File: src/rtl/cdc_pkg.sv
// Shared types and sizing helpers for the CDC handshake source controller.
package cdc_pkg;

  typedef enum logic [1:0] {
    IDLE   = 2'd0,
    REQ_HI = 2'd1,
    REQ_LO = 2'd2,
    ERROR  = 2'd3
  } cdc_state_e;

  localparam int TIMEOUT_CYCLES_DEF = 256;

  // Counter width for a given timeout; never narrower than one bit so a
  // disabled timeout (0) still yields a legal vector.
  function automatic int cnt_width(input int timeout_cycles);
    int w;
    w = $clog2(timeout_cycles + 1);
    return (w < 1) ? 1 : w;
  endfunction

  localparam int CNT_W = cnt_width(TIMEOUT_CYCLES_DEF);

endpackage

File: src/rtl/Bit_Sync.sv
// Two-flop single-bit synchronizer into the CLK domain.
module Bit_Sync (
  input  logic CLK,
  input  logic RST,
  input  logic d,
  output logic q
);

  logic meta;

  // Two back-to-back flops give metastability time to settle before use.
  always_ff @(posedge CLK or negedge RST) begin
    if (!RST) begin
      meta <= 1'b0;
      q    <= 1'b0;
    end else begin
      meta <= d;
      q    <= meta;
    end
  end

endmodule

File: src/rtl/cdc_handshake_tx.sv
// Source side of a 4-phase req/ack multi-bit crossing.
//
//   state  | meaning
//   -------+--------------------------------------------------------------
//   IDLE   | no word held; ready to accept once the far side has let ack go
//   REQ_HI | word held on tx_data, tx_req high, waiting for ack to rise
//   REQ_LO | tx_req dropped, waiting for ack to fall before the next word
//   ERROR  | far side stopped answering; sticky flag up until err_clr
module cdc_handshake_tx
  import cdc_pkg::*;
#(
  parameter int DATA_WIDTH     = 8,
  parameter int TIMEOUT_CYCLES = TIMEOUT_CYCLES_DEF
) (
  input  logic                  CLK,
  input  logic                  RST,
  input  logic [DATA_WIDTH-1:0] src_data,
  input  logic                  src_valid,
  output logic                  src_ready,
  output logic [DATA_WIDTH-1:0] tx_data,
  output logic                  tx_req,
  input  logic                  ack_async,
  output logic                  busy,
  output logic                  timeout_err,
  input  logic                  err_clr
);

  localparam int               TMR_W    = cnt_width(TIMEOUT_CYCLES);
  localparam bit               TMR_EN   = (TIMEOUT_CYCLES != 0);
  localparam logic [TMR_W-1:0] CNT_LAST = TMR_W'(TIMEOUT_CYCLES - 1);

  cdc_state_e            state_q, state_d;
  logic [DATA_WIDTH-1:0] tx_data_d;
  logic                  tx_req_d;
  logic                  err_d;
  logic [TMR_W-1:0]      cnt_q, cnt_d;
  logic                  ack_sync;
  logic                  cnt_at_last;

  Bit_Sync u_ack_sync (
    .CLK (CLK),
    .RST (RST),
    .d   (ack_async),
    .q   (ack_sync)
  );

  // Expiry only counts when the wait phase is still unsatisfied; the exit
  // test in the FSM is checked first so a coincident ack wins.
  assign cnt_at_last = TMR_EN && (cnt_q == CNT_LAST);

  assign busy = (state_q != IDLE);

  // Next-state, next-output and acceptance decode.
  always_comb begin
    state_d   = state_q;
    tx_data_d = tx_data;
    tx_req_d  = tx_req;
    err_d     = timeout_err;
    src_ready = 1'b0;

    case (state_q)
      IDLE: begin
        src_ready = ~ack_sync;
        if (src_valid && !ack_sync) begin
          tx_data_d = src_data;
          tx_req_d  = 1'b1;
          state_d   = REQ_HI;
        end
      end
      REQ_HI: begin
        if (ack_sync) begin
          tx_req_d = 1'b0;
          state_d  = REQ_LO;
        end else if (cnt_at_last) begin
          tx_req_d = 1'b0;
          err_d    = 1'b1;
          state_d  = ERROR;
        end
      end
      REQ_LO: begin
        if (!ack_sync) begin
          state_d = IDLE;
        end else if (cnt_at_last) begin
          err_d   = 1'b1;
          state_d = ERROR;
        end
      end
      ERROR: begin
        tx_req_d = 1'b0;
        if (err_clr && !ack_sync) begin
          err_d   = 1'b0;
          state_d = IDLE;
        end
      end
      default: begin
        tx_req_d = 1'b0;
        state_d  = IDLE;
      end
    endcase

    if (state_d != state_q) begin
      cnt_d = '0;
    end else if (TMR_EN && (state_q == REQ_HI || state_q == REQ_LO)) begin
      cnt_d = cnt_q + TMR_W'(1);
    end else begin
      cnt_d = cnt_q;
    end
  end

  // State, held word, request level, phase timer and sticky error.
  always_ff @(posedge CLK or negedge RST) begin
    if (!RST) begin
      state_q     <= IDLE;
      tx_data     <= '0;
      tx_req      <= 1'b0;
      timeout_err <= 1'b0;
      cnt_q       <= '0;
    end else begin
      state_q     <= state_d;
      tx_data     <= tx_data_d;
      tx_req      <= tx_req_d;
      timeout_err <= err_d;
      cnt_q       <= cnt_d;
    end
  end

endmodule

File: config.mk
export PLATFORM = sky130hd
export DESIGN_NAME = cdc_handshake_tx
export DESIGN_NICKNAME = d
export VERILOG_FILES = /design/src/rtl/cdc_pkg.sv /design/src/rtl/Bit_Sync.sv /design/src/rtl/cdc_handshake_tx.sv
export SDC_FILE = /design/constraint.sdc
export NUM_CORES = 1
export LEC_CHECK = 0
export ABC_AREA = 0
export CAP_MARGIN = 20
export CORE_ASPECT_RATIO = 1.4
export CORE_MARGIN = 3
export CORE_UTILIZATION = 45
export DETAILED_ROUTE_END_ITERATION = 16
export PLACE_DENSITY = 0.71
export SKIP_CTS_REPAIR_TIMING = 1
export SLEW_MARGIN = 20
export SYNTH_ARGS = -nofsm -noshare
export SYNTH_HDL_FRONTEND = slang
export SYNTH_SLANG_ARGS = --single-unit
File: constraint.sdc
create_clock -name CLK -period 2.7 [get_ports CLK]
set_input_delay 0.405 -clock CLK [delete_from_list [all_inputs] [get_ports CLK]]
set_output_delay 0.405 -clock CLK [all_outputs]
set_load 0.03 [all_outputs]
==> Yosys cells after proc, flatten, opt, wreduce, memory -nomap -nowiden <==
Index checks and enable logic that the tools add are counted.
{ "totals": {"reg_bits": 23, "latchBits": 0, "ram_bits": 0, "mem_bits_ro": 0, "elab_cells": 49, "memories": 0} }
{ "op_classes": {"addsub": 1, "n_mul": 0, "div_mod_pow": 0, "n_lt_le_gt_ge": 0, "n_eq_ne": 10, "shifts": 0, "muxes": 18, "bitwise": 1, "n_reduce_logical": 12} }
{ "ops": {"columns": ["operator", "count"], "rows": [
  ["$mux 9", 2],
  ["$mux 2", 5],
  ["$add 9x1->9 const B", 1],
  ["$eq 9x8->1 const B", 1],
  ["$mux 1", 8],
  ["$pmux 2 s4", 1],
  ["$ne 2x2->1 const B", 3],
  ["$pmux 1 s3", 2],
  ["$reduce_bool 3->1", 2],
  ["$eq 2x2->1 const B", 2],
  ["$reduce_and 4->1", 1],
  ["$reduce_bool 2->1", 2],
  ["$ne 3x2->1 const B", 1],
  ["$reduce_and 3->1", 1],
  ["$eq 2x1->1 const B", 1],
  ["$logic_and 1x1->1", 2],
  ["$logic_not 2->1", 1],
  ["$ne 2x1->1 const B", 1],
  ["$ne 2x2->1", 1],
  ["$reduce_and 2->1", 1],
  ["$logic_not 1->1", 1],
  ["$logic_or 1x1->1", 1],
  ["$not 1->1", 1]
]} }

==> Logic depth before layout (Yosys ltp) <==
Gate-level depths: netlist of the first run.
{ "logic_depth": {"depth_word": 6, "ltp_mapped": 9} }

==> Hierarchy <==
From an unflattened synthesis of the first run, not the netlist that was laid out.
{ "hier_totals": {"cells_unflattened": 111, "area_unflattened_um2": 1226.2} }
{ "by_module_without_submodules": {"columns": ["module", "instances", "cells_per_inst", "area_per_inst_um2"], "rows": [
  ["cdc_handshake_tx", 1, 109, 1176.1],
  ["Bit_Sync", 1, 2, 50.0]
]} }

==> Worst setup path after synthesis of the first run <==
Ideal clock, no wire load.
{ "synth_path": {"path_type": "reg2reg", "start": "register cnt_q[0]", "end": "register cnt_q[8]", "arrival_time_ns": 1.785, "t_required_ns": 2.593, "setup_slack_ns": 0.808, "path_stages_with_launch": 10, "path_buffers": 1, "synth_period_minus_slack_ns": 1.892, "path_cell_list": "dfrtp_1 -> ha_1 -> nand3_1 -> nor2_1 -> ha_1 -> or3b_1 -> o22ai_1 -> a41o_1 -> buf_6 -> a2111oi_4"} }
{ "synth_between": {"elab_chain_cells": 6, "elab_cells_between_ends": 10} }
{ "synth_rtl": {"columns": ["item", "line_no", "text"], "rows": [
  ["start, declared", "cdc_handshake_tx.sv:36", "logic [TMR_W-1:0] cnt_q, cnt_d;"],
  ["start signal, assigned", "cdc_handshake_tx.sv:123", "cnt_q <= cnt_d;"],
  ["$eq 9x8->1", "cdc_handshake_tx.sv:49", "assign cnt_at_last = TMR_EN && (cnt_q == CNT_LAST);"],
  ["$mux 2", "cdc_handshake_tx.sv:74, cdc_handshake_tx.sv:83", null],
  ["$mux 2, on equally long branches", "cdc_handshake_tx.sv:81, cdc_handshake_tx.sv:71", null],
  ["$pmux 2 s4", "cdc_handshake_tx.sv:61", "case (state_q)"],
  ["$ne 2x2->1", "cdc_handshake_tx.sv:101", "if (state_d != state_q) begin"],
  ["$mux 9 / $reduce_bool 2->1 (equally long branches)", null, null]
]} }
Parallel ways exist; a longest one is shown, timed or not. The select of a mux whose other input is x is not followed.
A chain may end at the register's enable or synchronous reset.

==> Final worst setup path of the first run <==
{ "layout_path": {"start": "register state_q[0]", "end": "output port busy"} }
{ "layout_between": {"elab_chain_cells": 1} }
{ "layout_rtl": {"columns": ["item", "line_no", "text"], "rows": [
  ["start, declared", "cdc_handshake_tx.sv:32", "cdc_state_e state_q, state_d;"],
  ["start signal, assigned", "cdc_handshake_tx.sv:119", "state_q <= state_d;"],
  ["$reduce_bool 2->1", "cdc_handshake_tx.sv:51", "assign busy = (state_q != IDLE);"],
  ["end, declared", "cdc_handshake_tx.sv:23", "output logic busy,"]
]} }
Every way passes these cells.

==> metrics.cfg, run 1 <==
[cells_and_area]
instances_no_fill=171
mostFrequentLayoutCells=23 x dfrtp_1, 23 x clkdlybuf4s50_1, 10 x mux2_2, 9 x nor2_1, 8 x nor3_1
area_growth_pct=22.93
drive_gt1_share_pct=12.41
nets=158
multiInputGateArea_um2=594.3
nFillCells=219
diodes=0
post-route-util_pct=61.00
seq_area_um2=575.6

[detailed_routing]
via_per_inst=5.310
drc=0
drtIter0Drc=25
wl_um=2217
wire_per_inst_um=12.96
antenna_left=0
via_count=908
first_pass_iters=4

[sta]
rsz0062_at_grt=false
fin_skew_ns=0.002190
max_slew.worst_pin.slew_ns=0.3913
max_freq_ghz=0.4033
period_share_pct=91.83
slew_headroom_pct=73.24
maxSlewViolCount=0
fin_crit_ns=2.479
setup_ws_ns=0.2206
fin_tns_setup_ns=0
hold_violations=0
setup_viol=0

[cts]
cts_tree=yes
cts.sinks=23
root_buffer=clkbuf_4
cts.path.max_buffers=2
clkSlewWorstSetupHoldPaths_ns=0.12
cts_made_buffers=3
cts_max_level=1
insertion_delay_ns=0.32

[placement]
globalplace.congestion=0.8148
place_ws_ns=0.5109
dp_cells=167
dp_hpwl_um=1734
port-buffer-count=24

[setup_path]
crit_fanout=8
cp-start-kind=flip-flop
worst_ep_arrival_time_ns=2.07
criticalPathCategory=reg2out
worstPathRequired_ns=2.30
cp-end-kind=primary output

[die]
die_height_um=68.08
io_pins=25
core-area_mm2=0.002496
rows=21
initial_utilization_pct=49.62
dieArea_mm2=0.003427
die_w_um=50.34

[logic_synthesis]
avgSynthCellArea_um2=11.06
synth_area_mm2=0.001239
ys_seq_area_share_pct=46.46
ys_ff_latch=23
yosys_warnings=0
synth_cell_types=32
syn_inst=112
synth_fp_nets=132

[global_route]
track_usage_pct=14.50
grt_pass1_wl_um=3808
grt_antenna_before_repair=0
grt_start_max_net_pins=24
grt_pass1_vias=898
grt.overflow.total=0

[power]
power.total_mw=1.579
ir_drop_v=0.0008310
p_per_area_mw_per_mm2=1037
leakage_nw=0.6576

[run]
cap_violations=0

[worst_hold_path]
min_path_type=reg2reg

[status]
status=finished clean

[through the flow]
| stage | hold slack, ns | area, um2 |
|---|---|---|
| 3_5_place_dp | 0.3485 | 1490 |
| 6_report | 0.3733 | 1523 |
| 4_1_cts | 0.3790 | 1520 |
| 5_1_grt | 0.3916 | 1523 |
| 2_1_floorplan | 0.1094 | 1239 |
| 3_3_place_gp | 0.3323 | 1490 |
[cells by family after synthesis]
kind of cell	share of synthesized area [%]
flops	46.46
compound gates	12.02
simple gates	13.23
xor+xnor	4.950
mux	10.71
buf+inv	5.555
fa+ha+maj	7.070
[power by group]
part | internal [mW] | switching (mW)
Combinational | 0.396 | 0.497
Sequential | 0.449 | 0.0736
Clock | 0.0567 | 0.106
Total | 0.902 | 0.677
[cell usage after synthesis, drive strengths merged]
cell type	number	area, um2
dfrtp	23	575.6
mux2	10	112.6
nor2	9	33.78
nor3	8	40.04
ha	7	87.58
inv	6	22.52
buf	5	46.29
nand2	5	18.77
o21ai	5	25.02
a21oi	4	20.02
nand4	4	25.02
xor2	4	35.03
xnor2	3	26.28
a2111oi	2	36.29
mux2i	2	20.02
nand3	2	10.01
o22a	2	17.52
a22o	1	8.760
a22oi	1	7.510
a32o	1	10.01
a41o	1	10.01
and3	1	6.260
nand2b	1	6.260
nand3b	1	7.510
nor3b	1	7.510
o21a	1	7.510
o22ai	1	6.260
or3b	1	8.760
[flip-flops by register name, summed over array words and instances, names as in the netlist]
register and flops:
u_ack_sync.q 1, timeout_err 1, tx_req 1, state_q 2, tx_data 8, cnt_q 9, u_ack_sync.meta 1
[metal layers]
layer	wire length, um	GRT usage (%)
met2	1165	27.45
met5	0	0
met1	942	16.32
met3	68	1.743
met4	40	6.061
[critical path: stages, from the launching register on]
cell and delay (ns):
dfrtp_1 0.47, inv_1 0.12, ha_1 0.31, inv_1 0.16, clkdlybuf4s50_1 0.69
[area by class of cell]
type,count,share of cell area (%)
Sequential cell,23,37.80
Tap cell,34,2.794
Timing Repair Buffer,26,16.93
Multi-Input combinational cell,78,39.03
Inverter,6,1.479
Clock buffer,3,1.479
Clock inverter,1,0.4930
[path summary, 6_finish.rpt]
kind | from | endpoint | slack, ns | cells past startpoint
worst max register to register | cnt_q[0] | cnt_q[5] | 0.53 | 8
worst min-delay path | u_ack_sync.meta | u_ack_sync.q | 0.37 | 0
max in group asynchronous | RST | state_q[1] | 2.07 | 2
worst max-delay path | state_q[0] | busy | 0.22 | 4
worst min register to register | u_ack_sync.meta | u_ack_sync.q | 0.37 | 0
min in group asynchronous | RST | tx_data[2] | 0.42 | 2
No activity file was read; power rests on OpenSTA's default activity.
==> inputs of run 2 (changes only) <==
Settings changed: PLACE_DENSITY 0.71 to 0.74.
Clock period 2.7 ns to 2.1 ns, I/O delays scaled along.
==> run 2 against run 1 <==
Against the previous run: final cell count increased by 6.4%; sequential power increased by 28%; critical path depth increased by 5; non-clock buffer count increased by 11; die area unchanged; first-iteration DRC count decreased by 28%; critical endpoint is now cnt_q[8]; largest cell class unchanged; highest routed layer unchanged.
==> metrics.cfg, run 2 (same netlist as run 1, synthesis figures left out) <==
[cts]
clkSlewWorstSetupHoldPaths_ns=0.12
cts_max_level=1
cts.path.max_buffers=2
cts_made_buffers=3
cts.sinks=23
root_buffer=clkbuf_4
cts_tree=yes
insertion_delay_ns=0.31

[die]
rows=21
core-area_mm2=0.002496
die_w_um=50.34
die_height_um=68.08
io_pins=25
initial_utilization_pct=49.62
dieArea_mm2=0.003427

[setup_path]
criticalPathCategory=reg2reg
worstPathRequired_ns=2.30
reg2regPathDepth=9
setup.worst_path.start=cnt_q[0]
worst_ep_arrival_time_ns=2.25
cp-start-kind=flip-flop
critPathCapture=cnt_q[8]
reg2reg_to=cnt_q[8]
cp-end-kind=flip-flop
r2r_start=cnt_q[0]
r2r_slack_ns=0.05
crit_fanout=5

[detailed_routing]
via_per_inst=5.396
wl_um=2742
drc=0
first_pass_iters=4
drtIter0Drc=18
wire_per_inst_um=15.07
via_count=982
antenna_left=0

[sta]
setup_viol=0
hold_violations=0
period_share_pct=97.44
slew_headroom_pct=72.98
max_slew.worst_pin.slew_ns=0.3951
maxSlewViolCount=0
fin_skew_ns=0.005843
rsz0062_at_grt=true
max_freq_ghz=0.4887
setup_ws_ns=0.05379
fin_crit_ns=2.046

[global_route]
grt.overflow.total=0
grt-busiest-layer=met2
grt_pass1_wl_um=4457
track_usage_pct=17.36
use_met3_pct=1.307
grt_antenna_before_repair=0
grt_start_max_net_pins=24
met1_usage_pct=19.58
grtUsageMet2_pct=32.52
grt_pass1_vias=1003

[cells_and_area]
nets=169
top_register=cnt_q
top_regs=cnt_q: 9 flops, tx_data: 8 flops, state_q: 2 flops
mostFrequentLayoutCells=23 x dfrtp_1, 22 x clkdlybuf4s50_1, 11 x buf_4, 10 x mux2_2, 8 x nor2_1
area_growth_pct=35.56
drive_gt1_share_pct=27.03
largest_register_ffs=9
layout_commonest_cell=dfrtp_1
instances_no_fill=182
diodes=0

[power]
leakage_nw=0.7182
ir_drop_v=0.0009329
p_per_area_mw_per_mm2=1354

[worst_hold_path]
min_path_type=in2async

[placement]
globalplace.congestion=0.8009
dp_hpwl_um=1953
dp_cells=173
place_ws_ns=-0.03885
port-buffer-count=24

[run]
cap_violations=0

[status]
status=finished clean

[run 2: layout make-up]
class	count	area, um2
Clock buffer	4	26.28
Inverter	6	22.52
Fill cell	196	817.0
Sequential cell	23	575.6
Timing Repair Buffer	37	365.4
Tap cell	34	42.54
Multi-Input combinational cell	78	646.9
[run 2: worst min path at each step]
stage,start,to,slack (ns),cells after the start
floorplan,RST,cnt_q[0],0.02,0
global placement,u_ack_sync.meta,u_ack_sync.q,0.34,0
detailed placement,u_ack_sync.meta,u_ack_sync.q,0.34,0
CTS,RST,tx_data[2],0.34,2
global route,RST,cnt_q[7],0.34,2
finish,RST,tx_data[6],0.34,2
[run 2: where the power goes]
part / internal (mW) / switching [mW]
sequential: 0.577 / 0.0916
combinational: 0.669 / 0.733
clock: 0.0742 / 0.130
[run 2: stage by stage]
| step | hold slack [ns] | util (%) | power [mW] | cell area [um2] | TNS (ns) |
|---|---|---|---|---|---|
| 2_1_floorplan | 0.01941 | - | 1.515 | 1239 | 0 |
| 3_3_place_gp | 0.3356 | 62.00 | 1.919 | 1548 | 0 |
| 3_5_place_dp | 0.3355 | 62.00 | 1.948 | 1548 | -0.3144 |
| 4_1_cts | 0.3400 | 63.06 | 2.156 | 1574 | -0.9149 |
| 5_1_grt | 0.3377 | 67.27 | 2.433 | 1679 | -0.1849 |
| 6_report | 0.3394 | 67.27 | 2.274 | 1679 | 0 |
[run 2: metal layers]
layer,routed length [um],vias to the layer above
li1,-,473
met3,61,8
met2,1507,21
met1,1101,480
met5,0,-
met4,71,0
[run 2: critical path, stage by stage, from the launching register on]
cell and delay (ns):
dfrtp_1 0.44, ha_4 0.18, nand3_2 0.07, nor2_2 0.13, ha_2 0.24, or3b_1 0.37
o22ai_2 0.10, a41o_2 0.19, clkbuf_16 0.17, a2111oi_4 0.04
==> inputs of run 3 (changes only) <==
Settings changed: SLEW_MARGIN 20 to unset.
==> results of run 3 <==
No change in the layout: final DEF, timing and power equal those of run 2.
